==> src/rtl/cdb_broadcast_pkg.sv <==
// Shared CDB types, sizes and pointer helper for cdb_broadcast.
// Optional same-cycle bypass is enabled with CDB_BYPASS_EN.
package cdb_broadcast_pkg;

  localparam int N_FU         = 8;
  localparam int CDB_WIDTH    = 3;
  localparam int ROB_IDX_BITS = 5;
  localparam int PTR_W        = $clog2(N_FU);

  typedef struct packed {
    logic [ROB_IDX_BITS-1:0] tag;
    logic [31:0]             value;
  } fu_cdb_packet_t;

  typedef struct packed {
    logic                    valid;
    logic [ROB_IDX_BITS-1:0] tag;
    logic [31:0]             value;
  } cdb_lane_t;

  typedef cdb_lane_t [CDB_WIDTH-1:0] cdb_rs_packet_t;

  function automatic logic [PTR_W-1:0] ptr_inc(
    input logic [PTR_W-1:0] p
  );
    if (p == PTR_W'(N_FU - 1)) return '0;
    return p + 1'b1;
  endfunction

endpackage

==> src/rtl/cdb_rr_sel.sv <==
// Combinational round-robin selector: grants up to CDB_WIDTH
// requesters starting at the pointer, one one-hot vector per lane.
module cdb_rr_sel
  import cdb_broadcast_pkg::*;
(
  input  logic [N_FU-1:0]                i_req,
  input  logic [PTR_W-1:0]               i_rr_ptr,
  output logic [CDB_WIDTH-1:0][N_FU-1:0] o_grant,
  output logic [PTR_W-1:0]               o_next_ptr
);

  always_comb begin
    logic [PTR_W-1:0]                 w_idx;
    logic [$clog2(CDB_WIDTH+1)-1:0]   w_cnt;
    o_grant    = '0;
    o_next_ptr = i_rr_ptr;
    w_idx      = i_rr_ptr;
    w_cnt      = '0;
    for (int k = 0; k < N_FU; k++) begin
      if (i_req[w_idx] && (int'(w_cnt) < CDB_WIDTH)) begin
        o_grant[w_cnt][w_idx] = 1'b1;
        o_next_ptr            = ptr_inc(w_idx);
        w_cnt                 = w_cnt + 1'b1;
      end
      w_idx = ptr_inc(w_idx);
    end
  end

endmodule

==> src/rtl/cdb_broadcast.sv <==
// CDB producer: per-FU holding registers, round-robin onto CDB lanes.
// Define CDB_BYPASS_EN to let empty-hold FUs compete in their done cycle.
module cdb_broadcast
  import cdb_broadcast_pkg::*;
(
  input  logic                       clock,
  input  logic                       reset,
  input  logic                       squash_flag,
  input  logic [N_FU-1:0]            fu_done,
  input  fu_cdb_packet_t [N_FU-1:0]  fu_packet,
  output logic [N_FU-1:0]            fu_stall,
  output cdb_rs_packet_t             cdb_packet_out
);

  logic [N_FU-1:0]            r_hold_valid;
  fu_cdb_packet_t [N_FU-1:0]  r_hold_pkt;
  logic [PTR_W-1:0]           r_rr_ptr;
  cdb_rs_packet_t             r_cdb;

  logic [N_FU-1:0]                w_req;
  logic [N_FU-1:0]                w_gnt_any;
  logic [N_FU-1:0]                w_byp_gnt;
  logic [N_FU-1:0]                w_accept;
  logic [N_FU-1:0]                w_write;
  logic [CDB_WIDTH-1:0][N_FU-1:0] w_grant;
  logic [PTR_W-1:0]               w_next_ptr;
  fu_cdb_packet_t [N_FU-1:0]      w_src;
  cdb_rs_packet_t                 w_lanes;

`ifdef CDB_BYPASS_EN
  assign w_req     = r_hold_valid | (fu_done & ~r_hold_valid);
  assign w_byp_gnt = w_gnt_any & ~r_hold_valid;
`else
  assign w_req     = r_hold_valid;
  assign w_byp_gnt = '0;
`endif

  cdb_rr_sel u_sel (
    .i_req      (w_req),
    .i_rr_ptr   (r_rr_ptr),
    .o_grant    (w_grant),
    .o_next_ptr (w_next_ptr)
  );

  always_comb begin
    w_gnt_any = '0;
    for (int l = 0; l < CDB_WIDTH; l++)
      w_gnt_any = w_gnt_any | w_grant[l];
  end

  always_comb begin
    w_src = '0;
    for (int i = 0; i < N_FU; i++)
      w_src[i] = r_hold_valid[i] ? r_hold_pkt[i] : fu_packet[i];
  end

  // Reset and squash both present an unstalled bus to the FUs.
  assign fu_stall = (reset | squash_flag) ? '0
                  : (r_hold_valid & ~w_gnt_any);
  assign w_accept = fu_done & ~fu_stall;
  assign w_write  = w_accept & ~w_byp_gnt;

  always_comb begin
    w_lanes = '0;
    for (int l = 0; l < CDB_WIDTH; l++) begin
      for (int i = 0; i < N_FU; i++) begin
        if (w_grant[l][i]) begin
          w_lanes[l].valid = 1'b1;
          w_lanes[l].tag   = w_src[i].tag;
          w_lanes[l].value = w_src[i].value;
        end
      end
    end
  end

  always_ff @(posedge clock) begin
    if (reset) begin
      r_hold_valid <= '0;
      r_rr_ptr     <= '0;
      r_cdb        <= '0;
    end else if (squash_flag) begin
      r_hold_valid <= '0;
      r_cdb        <= '0;
    end else begin
      r_hold_valid <= (r_hold_valid & ~w_gnt_any) | w_write;
      r_rr_ptr     <= w_next_ptr;
      r_cdb        <= w_lanes;
    end
  end

  always_ff @(posedge clock) begin
    for (int i = 0; i < N_FU; i++)
      if (w_write[i]) r_hold_pkt[i] <= fu_packet[i];
  end

  assign cdb_packet_out = r_cdb;

endmodule
==> config.mk <==
export PLATFORM = sky130hd
export DESIGN_NAME = cdb_broadcast
export DESIGN_NICKNAME = d
export VERILOG_FILES = /design/src/rtl/cdb_broadcast_pkg.sv /design/src/rtl/cdb_rr_sel.sv /design/src/rtl/cdb_broadcast.sv
export SDC_FILE = /design/constraint.sdc
export NUM_CORES = 1
export LEC_CHECK = 0
export BUFFER_PORTS_ARGS = -buffer_cell sky130_fd_sc_hd__clkbuf_2
export CORE_AREA = 2 2 331 333
export DETAILED_ROUTE_END_ITERATION = 8
export DIE_AREA = 0 0 333 335
export GPL_ROUTABILITY_DRIVEN = 0
export PLACE_DENSITY = 0.38
export SYNTH_ARGS = -nofsm -noshare
export SYNTH_HDL_FRONTEND = slang
export SYNTH_SLANG_ARGS = --single-unit
export TNS_END_PERCENT = 50
==> constraint.sdc <==
create_clock -name clock -period 23.7 [get_ports clock]
set_clock_uncertainty 0.1 [all_clocks]
set_input_delay 4.74 -clock clock [delete_from_list [all_inputs] [get_ports clock]]
set_output_delay 4.74 -clock clock [all_outputs]
set_load 0.05 [all_outputs]
==> impl_metrics.py <==
metrics = {
    "clock_tree": {
        "cts_post_setup_buffers_inserted": 0,
        "worst_skew_pair.late_latency_ns": 0.65,
        "clkTransAtPathRegs_ns": 0.06,
        "post_cts.resized_instances": 0,
        "cell_at_the_root_of_the_clock_tree": "clkbuf_16",
        "cts_hold_repair_buffers": 0,
        "max-clock-path-buffers": 3,
        "clock_sink_count": 421,
        "htree_num_levels": 2,
        "cts_buffers": 52,
        "cts_tree": "built",
    },
    "yosys": {
        "synth-main-ff-cell": "edfxtp_1",
        "synthDominantCellAreaShare": 0.332,
        "share_of_cell_area_taken_by_muxes_after_synthesis": 0.150,
        "synthAdderAreaFrac": 0.0131,
        "ys_warns": 0,
        "synth_area_per_cell_um2": 10.1,
        "synth_enable_flop_cells": 296,
        "synth_fp_nets": 2981,
        "netlist_area_um2": 26700,
        "total_of_flip_flops_plus_latches_after_synthesis": 421,
        "synth.top_cells.by_area": "edfxtp_1 (33%), dfxtp_1 (9.4%), mux2i_1 (7.9%)",
        "synth_async_sr_flop_share": 0,
        "synthSimpleGateAreaFrac": 0.106,
        "synth_top_area_cell": "edfxtp_1",
        "synth_compound_area_frac": 0.249,
        "netlist-cell-type-count": 103,
        "seq_area_frac_synth": 0.426,
        "syn-instance-count": 2646,
        "synth-xor-area-share": 0.00131,
        "dominant_combinational_cell_family_by_area_after_synthesis": "compound AO/OA/AOI/OAI gates",
    },
    "floorplanning": {
        "design.die.area_um2": 112000,
        "placement_rows": 121,
        "boundaryPins": 429,
        "placeableCoreArea_um2": 108000,
        "die_extent_in_x_um": 333,
        "floorplan.initialDensity": 0.247,
        "die_height_um": 335,
    },
    "power": {
        "seq_power_share": 0.190,
        "switching_share": 0.533,
        "ir_worst_vdd_uv": 99.9,
        "switching_power_mw": 2.60,
        "power_mw": 4.88,
        "static-leakage-power_nw": 11.2,
        "power_density_nw_per_um2": 152,
        "pint_mw": 2.28,
        "power.share.combinational": 0.637,
        "p_clk_frac": 0.173,
    },
    "drt": {
        "remaining_drc_errors": 0,
        "wl_met2_um": 65500,
        "drt_iter0_markers": 3479,
        "highest-signal-layer": "met5",
        "drt_pre_antenna_iters": 6,
        "drt_wl_total_um": 141000,
        "detailroute.via_count": 26000,
        "m1WireLength_um": 58000,
        "wl_met3_um": 11500,
        "avgRoutedWirePerCell_um": 32.0,
        "drtAntennaViolNets": 0,
        "drt-vias-per-instance": 5.89,
    },
    "hold_path": {
        "startpoint_of_the_lowest_slack_hold_path": "r_hold_valid[6]",
        "min_to": "r_hold_valid[6]",
        "hp-class": "flop to flop",
        "hold_depth": 2,
    },
    "layout": {
        "final_cell_count_no_fill": 4411,
        "n_fill_cell": 11300,
        "nets": 3280,
        "ff_latch_area_um2": 11400,
        "postLayoutCellArea_um2": 32200,
        "area_growth_syn_to_layout_pct": 20.3,
        "layout-drive-gt1-share": 0.286,
        "multiInputGateArea_um2": 14200,
        "final_core_util": 0.297,
    },
    "timing": {
        "worst_pin_slew_ns": 1.30,
        "grt_setup_unrepaired": "no",
        "final.hold.worst_slack_ns": 0.533,
        "finalWorstSetupSlack_ns": 5.80,
        "finalSetupViolations": 0,
        "number_of_hold_violations_in_the_final_report": 0,
        "final.period_utilization": 0.755,
        "fmax_mhz": 55.9,
        "slew_viol_final": 0,
        "maxSlewHeadroom": 0.132,
        "setup-tns-final_ns": 0,
        "final.min_clock_period_ns": 17.90,
    },
    "setup_path": {
        "crit-reg2reg-capture": "cdb_packet_out[46]",
        "timing.critical_path.required_ns": 18.86,
        "critPathArrivalTime_ns": 13.06,
        "timing.critical_path.fanout_max": 76,
        "reg2reg_depth": 40,
        "crit_family": "simple AND/OR/NAND/NOR gates",
        "critPathLaunchType": "flop",
        "setup.worst_path.end_class": "output port",
        "crit_type": "flop to output port",
        "register_to_register_setup_slack_ns": 10.15,
        "critical-path-top-cell-by-count": "ha_1",
        "critPathSlowestCell": "buf_4",
        "critPathMaxStageDelay_ns": 0.76,
        "cp.buffers_inverters": 7,
        "critical_path.reg2reg.startpoint": "r_rr_ptr[0]",
    },
    "placed_design": {
        "dp.cells": 4305,
        "place_worst_setup_slack_ns": 6.68,
        "dp_hpwl_um": 99900,
        "placedInstanceArea_um2": 30300,
        "port_buffers": 428,
    },
    "status": {
        "outcome": "finished clean",
    },
    "grt": {
        "grt_start_max_net_pins": 78,
        "groute.usage.overall": 0.245,
        "grt-ovfl-total": 0,
        "first_pass_grt_wire_length_um": 197000,
        "first_global_vias": 25300,
        "antenna_found_initial": 15,
    },
    "job": {
        "timing.max_cap.violations": 0,
    },
}
-- routing by layer --
metal  vias to the layer above  global-route usage
met5                         -                   0
met4                         6              0.0995
met3                       324              0.0428
met2                      1708               0.401
met1                     12900               0.319
li1                      11100                   -
-- cells in the mapped netlist, drive strengths merged, types with 39 or more instances --
| library cell | count |
|---|---|
| edfxtp | 296 |
| mux2i | 212 |
| nand2 | 208 |
| a21oi | 161 |
| clkbuf | 151 |
| mux2 | 151 |
| nor2 | 142 |
| dfxtp | 125 |
| nand3 | 119 |
| buf | 97 |
| inv | 93 |
| o211ai | 83 |
| o221ai | 81 |
| a221oi | 75 |
| a31oi | 70 |
| a22oi | 63 |
| o21ai | 56 |
| a211oi | 55 |
| o32ai | 39 |
-- area by class of cell --
cell class,instances,share of cell area
antenna,11,0.000856
clock buffer,74,0.0509
clock inverter,21,0.00490
inverter,93,0.0109
multi-input combinational,1884,0.441
sequential,421,0.355
tap,1414,0.0550
timing repair buffer,493,0.0818
-- cell families (layout without fill, tap and decap cells) --
| group | count (synthesis) | in the layout |
|---|---|---|
| xor+xnor | 4 | 4 |
| compound gates | 877 | 877 |
| mux | 371 | 371 |
| buf+inv | 341 | 681 |
| simple gates | 604 | 604 |
| flops | 421 | 421 |
| other cells | 0 | 11 |
| fa+ha+maj | 28 | 28 |
-- cells in the final DEF (no fill, tap or decap), drive strengths merged, types with 28 or more instances in the layout --
master	count
clkbuf	502
edfxtp	296
mux2i	212
nand2	208
a21oi	161
mux2	151
nor2	142
dfxtp	125
nand3	119
inv	100
o211ai	83
o221ai	81
a221oi	75
a31oi	70
buf	65
a22oi	63
o21ai	56
a211oi	55
o32ai	39
o22ai	29
o31ai	29
ha	28
-- power groups by stage --
| stage | sequential [mW] | clock (mW) | combinational (mW) |
|---|---|---|---|
| final | 0.929 | 0.842 | 3.11 |
| after global routing | 0.937 | 0.888 | 3.25 |
| after CTS | 0.928 | 0.860 | 3.02 |
| after detailed placement | 0.943 | 0 | 3.01 |
| after global placement | 0.941 | 0 | 3.01 |
| after floorplan | 1.06 | 0 | 1.84 |
-- worst max path at each step --
stage	start	end	slack, ns	depth (start not counted)
5_1_grt	r_rr_ptr[0]	fu_stall[7]	4.97	39
6_report	r_rr_ptr[0]	fu_stall[7]	5.80	39
2_1_floorplan	r_rr_ptr[0]	fu_stall[0]	8.99	41
4_1_cts	r_rr_ptr[0]	fu_stall[7]	5.99	39
3_5_place_dp	r_rr_ptr[0]	fu_stall[7]	6.68	39
3_3_place_gp	r_rr_ptr[0]	fu_stall[7]	7.05	39
-- flip-flops by register name, summed over array words and instances, names as in the netlist --
name            count
r_hold_pkt        296
cdb_packet_out    114
r_hold_valid        8
r_rr_ptr            3
-- tightest hold or removal path: stages (launching register included) --
cell	delay, ns
dfxtp_4	0.41
nand3_1	0.13
nand2_1	0.05
No activity file was read; power rests on OpenSTA's default activity.
